### config.mk
export PLATFORM = sky130hd
export DESIGN_NAME = imem_loader_flat
export DESIGN_NICKNAME = d
export VERILOG_FILES = /design/src/rtl/imem_loader_pkg.sv /design/src/rtl/imem_loader_if.sv /design/src/rtl/imem_loader.sv /design/src/flat_wrapper.sv
export SDC_FILE = /design/constraint.sdc
export NUM_CORES = 1
export LEC_CHECK = 0
export CORE_UTILIZATION = 44
export DETAILED_ROUTE_END_ITERATION = 8
export GPL_ROUTABILITY_DRIVEN = 0
export PLACE_DENSITY = 0.88
export SETUP_SLACK_MARGIN = 0.5
export SLEW_MARGIN = 20
export SYNTH_ARGS = -nofsm -noshare
export SYNTH_HDL_FRONTEND = slang
export SYNTH_SLANG_ARGS = --single-unit
### constraint.sdc
create_clock -name clk -period 2.4 [get_ports clk]
set_input_delay 0.24 -clock clk [delete_from_list [all_inputs] [get_ports clk]]
set_output_delay 0.24 -clock clk [all_outputs]
set_load 0.01 [all_outputs]
### src/rtl/imem_loader_pkg.sv
// imem_loader_pkg: shared types and constants for the instruction-memory
// boot loader.
//   state_t   : loader FSM states
//   HDR_BYTES : bytes in the little-endian word-count header
//   WORD_BYTES: bytes per instruction word
//   mem_wr_t  : one write request to the instruction memory
package imem_loader_pkg;

    typedef enum logic [2:0] {
        IDLE,
        LEN0,
        LEN1,
        DATA,
        WRITE,
        DONE,
        ERR
    } state_t;

    localparam int HDR_BYTES  = 2;
    localparam int WORD_BYTES = 4;

    typedef struct packed {
        logic        we;
        logic [31:0] addr;
        logic [31:0] wdata;
    } mem_wr_t;

endpackage

### src/rtl/imem_loader_if.sv
// imem_loader_if: byte-stream handshake plus instruction-memory write port.
//   byte_valid/byte_data : host byte stream (host drives)
//   byte_ready           : loader can accept a byte
//   mem_we/addr/wdata    : single-cycle word write to instruction memory
// Modports:
//   master : the loader (consumes the stream, drives the memory write port)
//   slave  : the environment (host link + memory)
interface imem_loader_if;
    logic        byte_valid;
    logic [7:0]  byte_data;
    logic        byte_ready;
    logic        mem_we;
    logic [31:0] mem_addr;
    logic [31:0] mem_wdata;

    modport master (
        input  byte_valid, byte_data,
        output byte_ready, mem_we, mem_addr, mem_wdata
    );

    modport slave (
        output byte_valid, byte_data,
        input  byte_ready, mem_we, mem_addr, mem_wdata
    );
endinterface

### src/rtl/imem_loader.sv
// imem_loader: boot-time writer for the instruction memory.
// Accepts a byte stream (2-byte LE word count N, then 4*N LE payload bytes),
// assembles 32-bit words and writes them to word indices 0..N-1, holding the
// CPU in reset while a load is in progress.
// Ports:
//   clk, rst  : clock, synchronous active-high reset
//   start     : one-cycle pulse, begins a load from IDLE/DONE/ERR
//   bus       : byte stream in, memory write port out (master modport)
//   cpu_hold  : CPU reset hold (high while loading or after a header error)
//   done      : load finished, held until next start/rst
//   error     : header rejected (N == 0 or N > 2^ADDR_W), held until start/rst
module imem_loader
    import imem_loader_pkg::*;
#(
    parameter int ADDR_W = 8
) (
    input  logic          clk,
    input  logic          rst,
    input  logic          start,
    imem_loader_if.master bus,
    output logic          cpu_hold,
    output logic          done,
    output logic          error
);

    // Largest legal word count; 17 bits so 2^16 is still representable.
    localparam logic [16:0] MAX_WORDS = 17'(1) << ADDR_W;

    state_t            state_q, state_d;
    logic [15:0]       count_q;
    logic [ADDR_W-1:0] index_q;
    logic [1:0]        bcnt_q;
    logic [31:0]       asm_q;

    logic              accept;
    logic              we;
    logic              hdr_bad;
    logic              last;
    logic [15:0]       hdr_n;
    mem_wr_t           wr;

    // Readiness is a pure state decode, so byte_valid never reaches byte_ready.
    assign accept  = (state_q == LEN0) || (state_q == LEN1) || (state_q == DATA);

    // Header as it will be once the LEN1 byte lands.
    assign hdr_n   = {bus.byte_data, count_q[7:0]};
    assign hdr_bad = (hdr_n == 16'd0) || ({1'b0, hdr_n} > MAX_WORDS);

    assign last    = (16'(index_q) == (count_q - 16'd1));

    always_ff @(posedge clk) begin
        if (rst) state_q <= IDLE;
        else     state_q <= state_d;
    end

    always_comb begin
        state_d  = state_q;
        we       = 1'b0;
        cpu_hold = 1'b0;
        done     = 1'b0;
        error    = 1'b0;
        case (state_q)
            IDLE: begin
                if (start) state_d = LEN0;
            end
            LEN0: begin
                cpu_hold = 1'b1;
                if (bus.byte_valid) state_d = LEN1;
            end
            LEN1: begin
                cpu_hold = 1'b1;
                if (bus.byte_valid) state_d = hdr_bad ? ERR : DATA;
            end
            DATA: begin
                cpu_hold = 1'b1;
                if (bus.byte_valid && bcnt_q == 2'(WORD_BYTES - 1)) state_d = WRITE;
            end
            WRITE: begin
                cpu_hold = 1'b1;
                we       = 1'b1;
                state_d  = last ? DONE : DATA;
            end
            DONE: begin
                done = 1'b1;
                if (start) state_d = LEN0;
            end
            ERR: begin
                cpu_hold = 1'b1;
                error    = 1'b1;
                if (start) state_d = LEN0;
            end
            default: state_d = IDLE;
        endcase
    end

    // Datapath: header count, byte counter, assembly register, word index.
    always_ff @(posedge clk) begin
        if (rst) begin
            count_q <= '0;
            index_q <= '0;
            bcnt_q  <= '0;
            asm_q   <= '0;
        end else begin
            case (state_q)
                IDLE, DONE, ERR: begin
                    if (start) begin
                        index_q <= '0;
                        bcnt_q  <= '0;
                    end
                end
                LEN0: if (bus.byte_valid) count_q[7:0]  <= bus.byte_data;
                LEN1: if (bus.byte_valid) count_q[15:8] <= bus.byte_data;
                DATA: begin
                    if (bus.byte_valid) begin
                        // Shift right so the first byte ends up in [7:0].
                        asm_q  <= {bus.byte_data, asm_q[31:8]};
                        bcnt_q <= bcnt_q + 2'd1;
                    end
                end
                WRITE: if (!last) index_q <= index_q + ADDR_W'(1);
                default: ;
            endcase
        end
    end

    // Address and data come straight from registers, stable all cycle.
    assign wr = '{we: we, addr: 32'({index_q, 2'b00}), wdata: asm_q};

    assign bus.byte_ready = accept;
    assign bus.mem_we     = wr.we;
    assign bus.mem_addr   = wr.addr;
    assign bus.mem_wdata  = wr.wdata;

endmodule

### src/flat_wrapper.sv
// flat-port wrapper written by rule: the top's interface ports become plain ports
module imem_loader_flat import imem_loader_pkg::*;
#(
    parameter int ADDR_W = 8
)
  (clk, rst, start, cpu_hold, done, error, bus_byte_valid, bus_byte_data, bus_byte_ready, bus_mem_we, bus_mem_addr, bus_mem_wdata);
  imem_loader_if bus_i ();
  input  logic clk;
  input  logic rst;
  input  logic start;
  output logic cpu_hold;
  output logic done;
  output logic error;
  input wire logic [$bits(bus_i.byte_valid)-1:0] bus_byte_valid;
  input wire logic [$bits(bus_i.byte_data)-1:0] bus_byte_data;
  output wire logic [$bits(bus_i.byte_ready)-1:0] bus_byte_ready;
  output wire logic [$bits(bus_i.mem_we)-1:0] bus_mem_we;
  output wire logic [$bits(bus_i.mem_addr)-1:0] bus_mem_addr;
  output wire logic [$bits(bus_i.mem_wdata)-1:0] bus_mem_wdata;
  assign bus_i.byte_valid = bus_byte_valid;
  assign bus_i.byte_data = bus_byte_data;
  assign bus_byte_ready = bus_i.byte_ready;
  assign bus_mem_we = bus_i.mem_we;
  assign bus_mem_addr = bus_i.mem_addr;
  assign bus_mem_wdata = bus_i.mem_wdata;
  imem_loader #(.ADDR_W(ADDR_W)) u_core (.clk(clk), .rst(rst), .start(start), .bus(bus_i), .cpu_hold(cpu_hold), .done(done), .error(error));
endmodule
==> results of run 1 <==
## Yosys cell counts, types with 3 or more instances
master	instances
a21oi_1	55
a221oi_1	3
a31oi_1	4
and2_1	4
and3_1	4
buf_4	24
clkbuf_1	19
dfxtp_1	61
ha_1	3
inv_1	9
nand2_1	112
nand2b_1	7
nand3_1	8
nand4_1	4
nor2_1	17
nor2b_1	5
nor3_1	7
nor4_1	3
o211ai_1	5
o21ai_0	7
o31ai_1	4
or3_1	5
or4_1	4
xnor2_1	7
xor2_1	3
## stage by stage
stage / setup slack (ns) / total power [mW] / hold WS (ns) / area [um2]
floorplan: -0.0923 / 1.86 / 0.376 / 3260
global placement: 0.00521 / 2.11 / 0.442 / 3820
detailed placement: -0.153 / 2.14 / 0.447 / 3820
CTS: -0.0312 / 3.21 / 0.344 / 4150
global route: -0.0910 / 3.49 / 0.380 / 4260
finish: -0.0292 / 3.33 / 0.353 / 4260
## final cells by class
cell class              instances  area, um2
flip-flops and latches         61       1230
clock inverters                 6       87.6
inverters                       9       36.3
multi-input cells             321       1860
well taps                      96        120
repair buffers                 85        800
clock buffers                  10        128
fillers                       554       2570
## worst paths after layout
| path | depth (start not counted) | slack, ns | to |
|---|---|---|---|
| worst max register to register | 9 | -0.03 | u_core.index_q[6]$_SDFFE_PP0P_ |
| worst max-delay path | 9 | -0.03 | u_core.index_q[6]$_SDFFE_PP0P_ |
| worst min-delay path | 5 | 0.35 | u_core.index_q[3]$_SDFFE_PP0P_ |
| worst min register to register | 2 | 0.45 | u_core.bus.mem_wdata[3]$_SDFFE_PP0P_ |
## routing by layer
metal  vias to the layer above  wire length (um)  part of all wire, %
li1                       1518                 -                    -
met3                        23               460                  5.5
met4                         0               263                  3.2
met2                       127              4190                   50
met5                         -                 0                    0
met1                      1471              3400                   41
## critical path, stage by stage (launching register included)
cell and delay [ns]:
dfxtp_4 0.36, inv_2 0.06, ha_4 0.13, or3b_4 0.39, or4_4 0.44, a2111oi_4 0.38
and3_4 0.28, buf_6 0.12, o211ai_1 0.10, o31ai_1 0.08
## state kept, by name (all words and copies together) (netlist names)
name / flops
u_core.bcnt_q: 2
u_core.count_q: 16
u_core.state_q: 3
u_core.index_q: 8
u_core.bus.mem_wdata: 32
## kinds of logic after synthesis
group	count (synthesis)	share of synthesized area, %
flip-flops	61	39.0
AND/OR/NAND/NOR	189	27.8
buffers and inverters	57	10.2
XOR/XNOR	10	2.80
AO/OA/AOI/OAI	95	18.8
other	1	0.120
adder cells (fa/ha/maj)	3	1.20
## where the power goes
group	switching, mW	leakage [nW]	internal, mW
registers	0.0754	0.495	1.07
clock network	0.414	0.110	0.585
logic	0.634	0.954	0.554
total	1.12	1.56	2.21
## what timing repair did
action	CTS	global route
gates resized for setup	16	19
setup buffers	5	0
pin swaps	6	7
endpoints found under the setup margin	15	15
==> impl_metrics.csv, run 1 <==
group,metric,value,unit
run_status,status,"finished, violations left",
run_status,violations,"negative setup slack",
routing,drc,0,
synth,synth_edf_count,0,
finish,drive_above_1_share,16.1,%
routing,vias_per_cell,5.34,
setup_path,critPathArrivalTime,2.69,ns
global_routing,first_global_vias,2823,
finish,layout_common_cells,"nand2_1 (111), dfxtp_1 (57), a21oi_1 (55)",
floorplanning,num_rows,30,
cts,clock_latency,0.34,ns
place,port_buffers,56,
finish,final_common_cell,"nand2_1",
global_routing,track_usage,22.2,%
synth,yosysTopAreaCell,"dfxtp_1",
synth,avgSynthCellArea,7.52,um2
synth,yosysSeqAreaShare,39.0,%
global_routing,grt_use_met1,27.4,%
synth,yosysTopAreaCellShare,39.0,%
pwr,p_per_area,781,nW/um2
global_routing,grt_pass1_wl,12900,um
global_routing,busiest_layer,"met2",
floorplanning,dieArea,7450,um2
finish,diodes,0,
floorplanning,die_w,86.3,um
cts,clk_pin_slew,0.07,ns
floorplanning,num_io_pins,81,
cts,clkSinkCount,61,
pwr,irDropWorstVdd,0.000545,V
routing,wl,8310,um
global_routing,grt-ovfl-total,0,
cts,h-tree-depth,3,
setup_path,cp.required,2.66,ns
pwr,leakage,1.56,nW
place,dp_hpwl,5550,um
synth,synthCells,416,
job,maxCapViolCount,0,
setup_path,crit_type,"register to register",
cts,clk_path_buf_depth,2,
setup_path,endpoint_kind,"register",
finish,post-route-util,62.4,%
sta,finalHoldViolCount,0,
synth,synth_area_leaders,"dfxtp_1 (39%), nand2_1 (13%), a21oi_1 (8.8%), buf_4 (5.8%), clkbuf_1 (2.3%)",
finish,fin_cells,588,
synth,synth_area,3130,um2
routing,postRouteAntennaNets,0,
synth,ys_types,50,
finish,num-nets-final,502,
worst_hold_path,hold_class,"input pin to register",
routing,vias,3139,
setup_path,crit_path_start_kind,"register",
cts,clockRootBuffer,"clkbuf_8",
routing,wl_per_cell,14.1,um
finish,syn_to_final_growth,36.2,%
floorplanning,coreArea,6830,um2
synth,ys.flop_type,"dfxtp_1",
global_routing,antenna_found_initial,0,
sta,worst_pin_slew,0.584,ns
sta,timing.final.max_slew_violations,0,
sta,period_needed,2.43,ns
global_routing,grtUsageMet2,35.2,%
sta,fmax,0.412,GHz
setup_path,r2r-start,"u_core.count_q[1]$_SDFFE_PP0P_",
cts,postCtsHoldBufs,0,
floorplanning,die_y,86.3,um
global_routing,use_met3,4.76,%
cts,cts_buffers,9,
sta,setup_viol_count_final,5,
routing,drt_first_pass_iters,8,
setup_path,path_max_fanout,8,
synth,async_flop_share,0,%
sta,fin_skew,0.00870,ns
cts,cts_tree,"built",
setup_path,setup.worst_path.start,"u_core.count_q[1]$_SDFFE_PP0P_",
synth,ys_ff_latch,61,
sta,slew_headroom,61.1,%
worst_hold_path,hold_start,"rst",
sta,setup-tns-final,-0.0818,ns
sta,finalCritPeriodShare,101,%
sta,rsz0062_at_grt,"yes",
routing,drt_iter0_drc,205,
synth,yosysWarnings,0,
global_routing,grt_max_degree,58,
sta,final.setup.worst_slack,-0.0292,ns
floorplanning,start_util,45.8,%
place,placed_cells,567,
Note: power is estimated with default switching activity, not from simulation.
==> run 2: changes to the inputs <==
--- a/config.mk
+++ b/config.mk
@@ -8,8 +8,8 @@
 export CORE_UTILIZATION = 44
 export DETAILED_ROUTE_END_ITERATION = 8
 export GPL_ROUTABILITY_DRIVEN = 0
-export PLACE_DENSITY = 0.88
-export SETUP_SLACK_MARGIN = 0.5
+export PLACE_DENSITY = 0.79
+export SETUP_SLACK_MARGIN = 0.2
 export SLEW_MARGIN = 20
 export SYNTH_ARGS = -nofsm -noshare
 export SYNTH_HDL_FRONTEND = slang
==> impl_metrics.csv, run 2 (same netlist as run 1, synthesis figures left out) <==
group,metric,value,unit
run_status,status,"finished clean",
cts,clockRootBuffer,"clkbuf_8",
floorplanning,start_util,45.8,%
sta,fin_skew,0.00746,ns
routing,vias,3024,
pwr,leakage,1.49,nW
finish,num-nets-final,501,
global_routing,grt_max_degree,58,
job,maxCapViolCount,0,
finish,largest_reg_flops,32,
sta,rsz0062_at_grt,"yes",
cts,clock_latency,0.34,ns
global_routing,grt-ovfl-total,0,
sta,timing.final.max_slew_violations,0,
sta,fmax,0.423,GHz
routing,wl_per_cell,13.2,um
finish,final_common_cell,"nand2_1",
finish,drive_above_1_share,15.3,%
floorplanning,dieArea,7450,um2
cts,clk_path_buf_depth,2,
global_routing,grt_pass1_wl,12600,um
sta,setup_viol_count_final,0,
place,dpl_worst_slack,-0.0792,ns
pwr,p_per_area,737,nW/um2
setup_path,endpoint_kind,"register",
routing,postRouteAntennaNets,0,
sta,final.setup.worst_slack,0.0379,ns
cts,postCtsHoldBufs,0,
finish,layout_common_cells,"nand2_1 (111), dfxtp_1 (56), a21oi_1 (55), clkdlybuf4s50_1 (55), buf_4 (27)",
floorplanning,coreArea,6830,um2
sta,finalCritPeriodShare,98.4,%
sta,holdWs,0.355,ns
floorplanning,die_y,86.3,um
cts,h-tree-depth,3,
setup_path,crit_type,"register to register",
finish,diodes,0,
floorplanning,num_rows,30,
global_routing,antenna_found_initial,0,
setup_path,critPathSlowestCell,"or4_4",
global_routing,first_global_vias,2655,
routing,vias_per_cell,5.15,
worst_hold_path,hold_class,"input pin to register",
setup_path,slowest_delay,0.44,ns
sta,slew_headroom,60.0,%
routing,wl,7750,um
routing,drt_first_pass_iters,4,
cts,clkSinkCount,61,
routing,drc,0,
setup_path,crit_path_start_kind,"register",
sta,finalHoldViolCount,0,
cts,clk_pin_slew,0.08,ns
place,port_buffers,56,
cts,cts_buffers,9,
cts,cts_tree,"built",
setup_path,path_cells,"inv_2 -> ha_4 -> or3b_4 -> or4_4 -> a2111oi_4 -> buf_4 -> nand3_2 -> a31oi_1 -> a31o_1",
setup_path,critPathArrivalTime,2.65,ns
setup_path,cp.required,2.68,ns
floorplanning,num_io_pins,81,
finish,syn_to_final_growth,31.3,%
sta,period_needed,2.36,ns
setup_path,path_max_fanout,4,
global_routing,track_usage,21.2,%
routing,drt_iter0_drc,120,
place,dp_hpwl,5500,um
sta,worst_pin_slew,0.601,ns
floorplanning,die_w,86.3,um
pwr,irDropWorstVdd,0.000349,V
-- run 2: worst max-delay path, delay by kind of cell (launching register included) --
kind | cells | cell delay [ns]
fa+ha+maj | 1 | 0.12
buf+inv | 2 | 0.24
simple gates | 3 | 0.95
flops | 1 | 0.34
compound gates | 3 | 0.66
-- run 2: cell type report --
class                      instances  area [um2]
fill                             626        2720
sequential                        61        1230
clock buffer                       9         124
clock inverter                     7        51.3
timing repair buffer              84         769
multi-input combinational        321        1780
tap                               96         120
inverter                           9        36.3
-- run 2: metal layers --
| layer | share of wire [%] | track usage, % |
|---|---|---|
| met5 | 0 | 0 |
| met4 | 1.5 | 6.21 |
| met3 | 5.2 | 5.33 |
| met2 | 49 | 35.9 |
| met1 | 44 | 26.8 |
-- run 2: stage by stage --
step	power [mW]	area (um2)	setup TNS [ns]	instances	utilization (%)
floorplan	1.86	3260	-0.148	439	-
global placement	2.13	3830	0	568	56.0
detailed placement	2.16	3830	-0.475	568	56.0
CTS	3.01	4080	-0.0844	586	59.7
global route	3.17	4110	-0.146	587	60.1
finish	3.03	4110	0	587	60.1
-- run 2: where the power goes --
part	switching, mW	total [mW]	internal [mW]
Combinational	0.570	1.06	0.491
Clock	0.444	0.821	0.377
Sequential	0.0756	1.14	1.07
-- run 2: final timing paths --
path | start | to | slack, ns | cells after the start
max | u_core.count_q[1]$_SDFFE_PP0P_ | u_core.index_q[2]$_SDFFE_PP0P_ | 0.04 | 9
min | rst | u_core.index_q[3]$_SDFFE_PP0P_ | 0.35 | 5
max reg2reg | u_core.count_q[1]$_SDFFE_PP0P_ | u_core.index_q[2]$_SDFFE_PP0P_ | 0.04 | 9
min reg2reg | u_core.bus.mem_wdata[7]$_SDFFE_PP0P_ | u_core.bus.mem_wdata[7]$_SDFFE_PP0P_ | 0.45 | 2
-- run 2: what timing repair did --
| action | in CTS | in global routing |
|---|---|---|
| pin swaps | 4 | 5 |
| resized for setup | 15 | 5 |
| setup buffers | 2 | 1 |
| endpoints found under the setup margin | 12 | 12 |
==> run 3: changes to the inputs <==
--- a/config.mk
+++ b/config.mk
@@ -5,12 +5,13 @@
 export SDC_FILE = /design/constraint.sdc
 export NUM_CORES = 1
 export LEC_CHECK = 0
-export CORE_UTILIZATION = 44
+export CELL_PAD_IN_SITES_DETAIL_PLACEMENT = 1
+export CELL_PAD_IN_SITES_GLOBAL_PLACEMENT = 1
+export CORE_UTILIZATION = 31
 export DETAILED_ROUTE_END_ITERATION = 8
 export GPL_ROUTABILITY_DRIVEN = 0
-export PLACE_DENSITY = 0.79
+export PLACE_DENSITY = 0.78
 export SETUP_SLACK_MARGIN = 0.2
-export SLEW_MARGIN = 20
 export SYNTH_ARGS = -nofsm -noshare
 export SYNTH_HDL_FRONTEND = slang
 export SYNTH_SLANG_ARGS = --single-unit
==> impl_metrics.csv, run 3 (same netlist as run 1, synthesis figures left out) <==
group,metric,value,unit
finish,drive_above_1_share,17.7,%
global_routing,grt-ovfl-total,0,
sta,slew_headroom,59.4,%
worst_hold_path,hold_class,"input pin to register",
cts,clk_pin_slew,0.08,ns
place,port_buffers,56,
setup_path,cp.required,2.65,ns
sta,finalCritPeriodShare,103,%
global_routing,antenna_found_initial,0,
setup_path,path_max_fanout,4,
worst_hold_path,hold_start,"rst",
finish,diodes,0,
pwr,leakage,1.55,nW
setup_path,reg2reg_to,"u_core.index_q[1]$_SDFFE_PP0P_",
setup_path,r2r-start,"u_core.count_q[1]$_SDFFE_PP0P_",
place,placed_area,3890,um2
setup_path,critPathArrivalTime,2.72,ns
floorplanning,coreArea,9770,um2
global_routing,track_usage,18.7,%
sta,finalHoldViolCount,0,
setup_path,endpoint_kind,"register",
finish,largest_reg_flops,32,
setup_path,r2r_slack,-0.07,ns
finish,fill_cells,1200,
sta,holdWs,0.366,ns
pwr,p_seq_share,36.9,%
global_routing,grt_max_degree,58,
job,maxCapViolCount,0,
pwr,power,3.16,mW
floorplanning,num_io_pins,81,
finish,fin_cells,631,
routing,wl_per_cell,15.5,um
routing,drt_iter0_drc,124,
sta,rsz0062_at_grt,"yes",
pwr,p_per_area,742,nW/um2
pwr,switching_power,1.18,mW
worst_hold_path,min_to,"u_core.index_q[6]$_SDFFE_PP0P_",
cts,cts_buffers,9,
cts,clkSinkCount,61,
setup_path,crit_path_start_kind,"register",
setup_path,crit_type,"register to register",
sta,period_needed,2.47,ns
routing,vias_per_cell,5.03,
sta,setup_viol_count_final,6,
pwr,irDropWorstVdd,0.000418,V
sta,fmax,0.405,GHz
finish,num-nets-final,508,
global_routing,use_met3,3.69,%
finish,seq_area,1230,um2
sta,worst_pin_slew,0.610,ns
cts,clk_path_buf_depth,2,
global_routing,first_global_vias,3136,
worst_hold_path,hold_depth,5,
floorplanning,num_rows,36,
finish,finish.instance_area,4260,um2
place,dp_hpwl,6710,um
floorplanning,start_util,32.0,%
cts,clock_latency,0.34,ns
cts,cts_tree,"built",
global_routing,grtUsageMet2,31.4,%
pwr,p_comb_share,36.8,%
global_routing,grt_pass1_wl,15200,um
routing,drc,0,
finish,multi_input_area,1820,um2
pwr,power_frac_clock,26.2,%
routing,postRouteAntennaNets,0,
sta,fin_skew,0.0112,ns
run_status,violations,"negative setup slack",
global_routing,grt_use_met1,23.8,%
floorplanning,die_w,102,um
setup_path,reg2reg_depth,9,
routing,vias,3173,
run_status,status,"finished, violations left",
place,placed_cells,607,
finish,layout_common_cells,"nand2_1 (110), dfxtp_1 (56), a21oi_1 (55), clkdlybuf4s50_1 (55), buf_4 (32)",
routing,wl,9750,um
sta,final.setup.worst_slack,-0.0692,ns
global_routing,busiest_layer,"met2",
routing,drt_first_pass_iters,4,
pwr,p_int,1.98,mW
finish,syn_to_final_growth,36.2,%
cts,h-tree-depth,3,
finish,final_common_cell,"nand2_1",
cts,clockRootBuffer,"clkbuf_8",
pwr,swShare,37.2,%
sta,timing.final.max_slew_violations,0,
setup_path,setup.worst_path.start,"u_core.count_q[1]$_SDFFE_PP0P_",
floorplanning,die_y,102,um
floorplanning,dieArea,10500,um2
==> run 3: final cells by class <==
class	count	area share [%]
multi-input cells	321	42.7
well taps	133	3.90
inverters	9	0.910
clock buffers	9	2.91
repair buffers	91	19.5
clock inverters	7	1.20
flip-flops and latches	61	28.9
==> run 3: through the flow <==
stage / setup TNS [ns] / worst slack, ns / util, %
finish: -0.259 / -0.0692 / 43.6
global route: -0.956 / -0.156 / 43.6
CTS: -0.420 / -0.0826 / 42.5
detailed placement: -0.877 / -0.155 / 39.8
global placement: -0.0369 / -0.0369 / 39.8
floorplan: -0.148 / -0.0923 / -
==> run 3: worst max path at each step <==
stage                                     endpoint  slack [ns]  depth (start not counted)
global placement    u_core.index_q[2]$_SDFFE_PP0P_       -0.04                          9
CTS                 u_core.index_q[1]$_SDFFE_PP0P_       -0.08                          9
global route        u_core.index_q[2]$_SDFFE_PP0P_       -0.16                          8
floorplan           u_core.index_q[2]$_SDFFE_PP0P_       -0.09                         11
detailed placement  u_core.index_q[1]$_SDFFE_PP0P_       -0.16                          8
finish              u_core.index_q[1]$_SDFFE_PP0P_       -0.07                          9
==> run 3: repair_timing <==
item                                    CTS  global route
gates resized for setup                  17            16
pin swaps                                 6            10
endpoints found under the setup margin   13            14
hold buffers                              0             0
buffers inserted                          4             4
==> run 3: power groups by stage <==
stage / registers, mW / logic, mW / clock network (mW)
finish: 1.17 / 1.16 / 0.830
global placement: 1.17 / 0.976 / 0
detailed placement: 1.18 / 1.01 / 0
global route: 1.18 / 1.27 / 0.891
CTS: 1.16 / 1.07 / 0.841
floorplan: 1.13 / 0.730 / 0
==> run 3: routing by layer <==
metal	part of all wire [%]	routed length, um
met5	0	0
met3	3.9	382
met2	50	4900
met4	1.8	175
met1	44	4290
==> run 3: worst max-delay path, stage by stage, from the launching register on <==
cell	delay [ns]
dfxtp_4	0.36
inv_4	0.05
ha_4	0.14
or3b_4	0.41
or4_4	0.46
a2111oi_4	0.34
and3_4	0.25
buf_6	0.10
nor2_4	0.03
o32ai_2	0.22
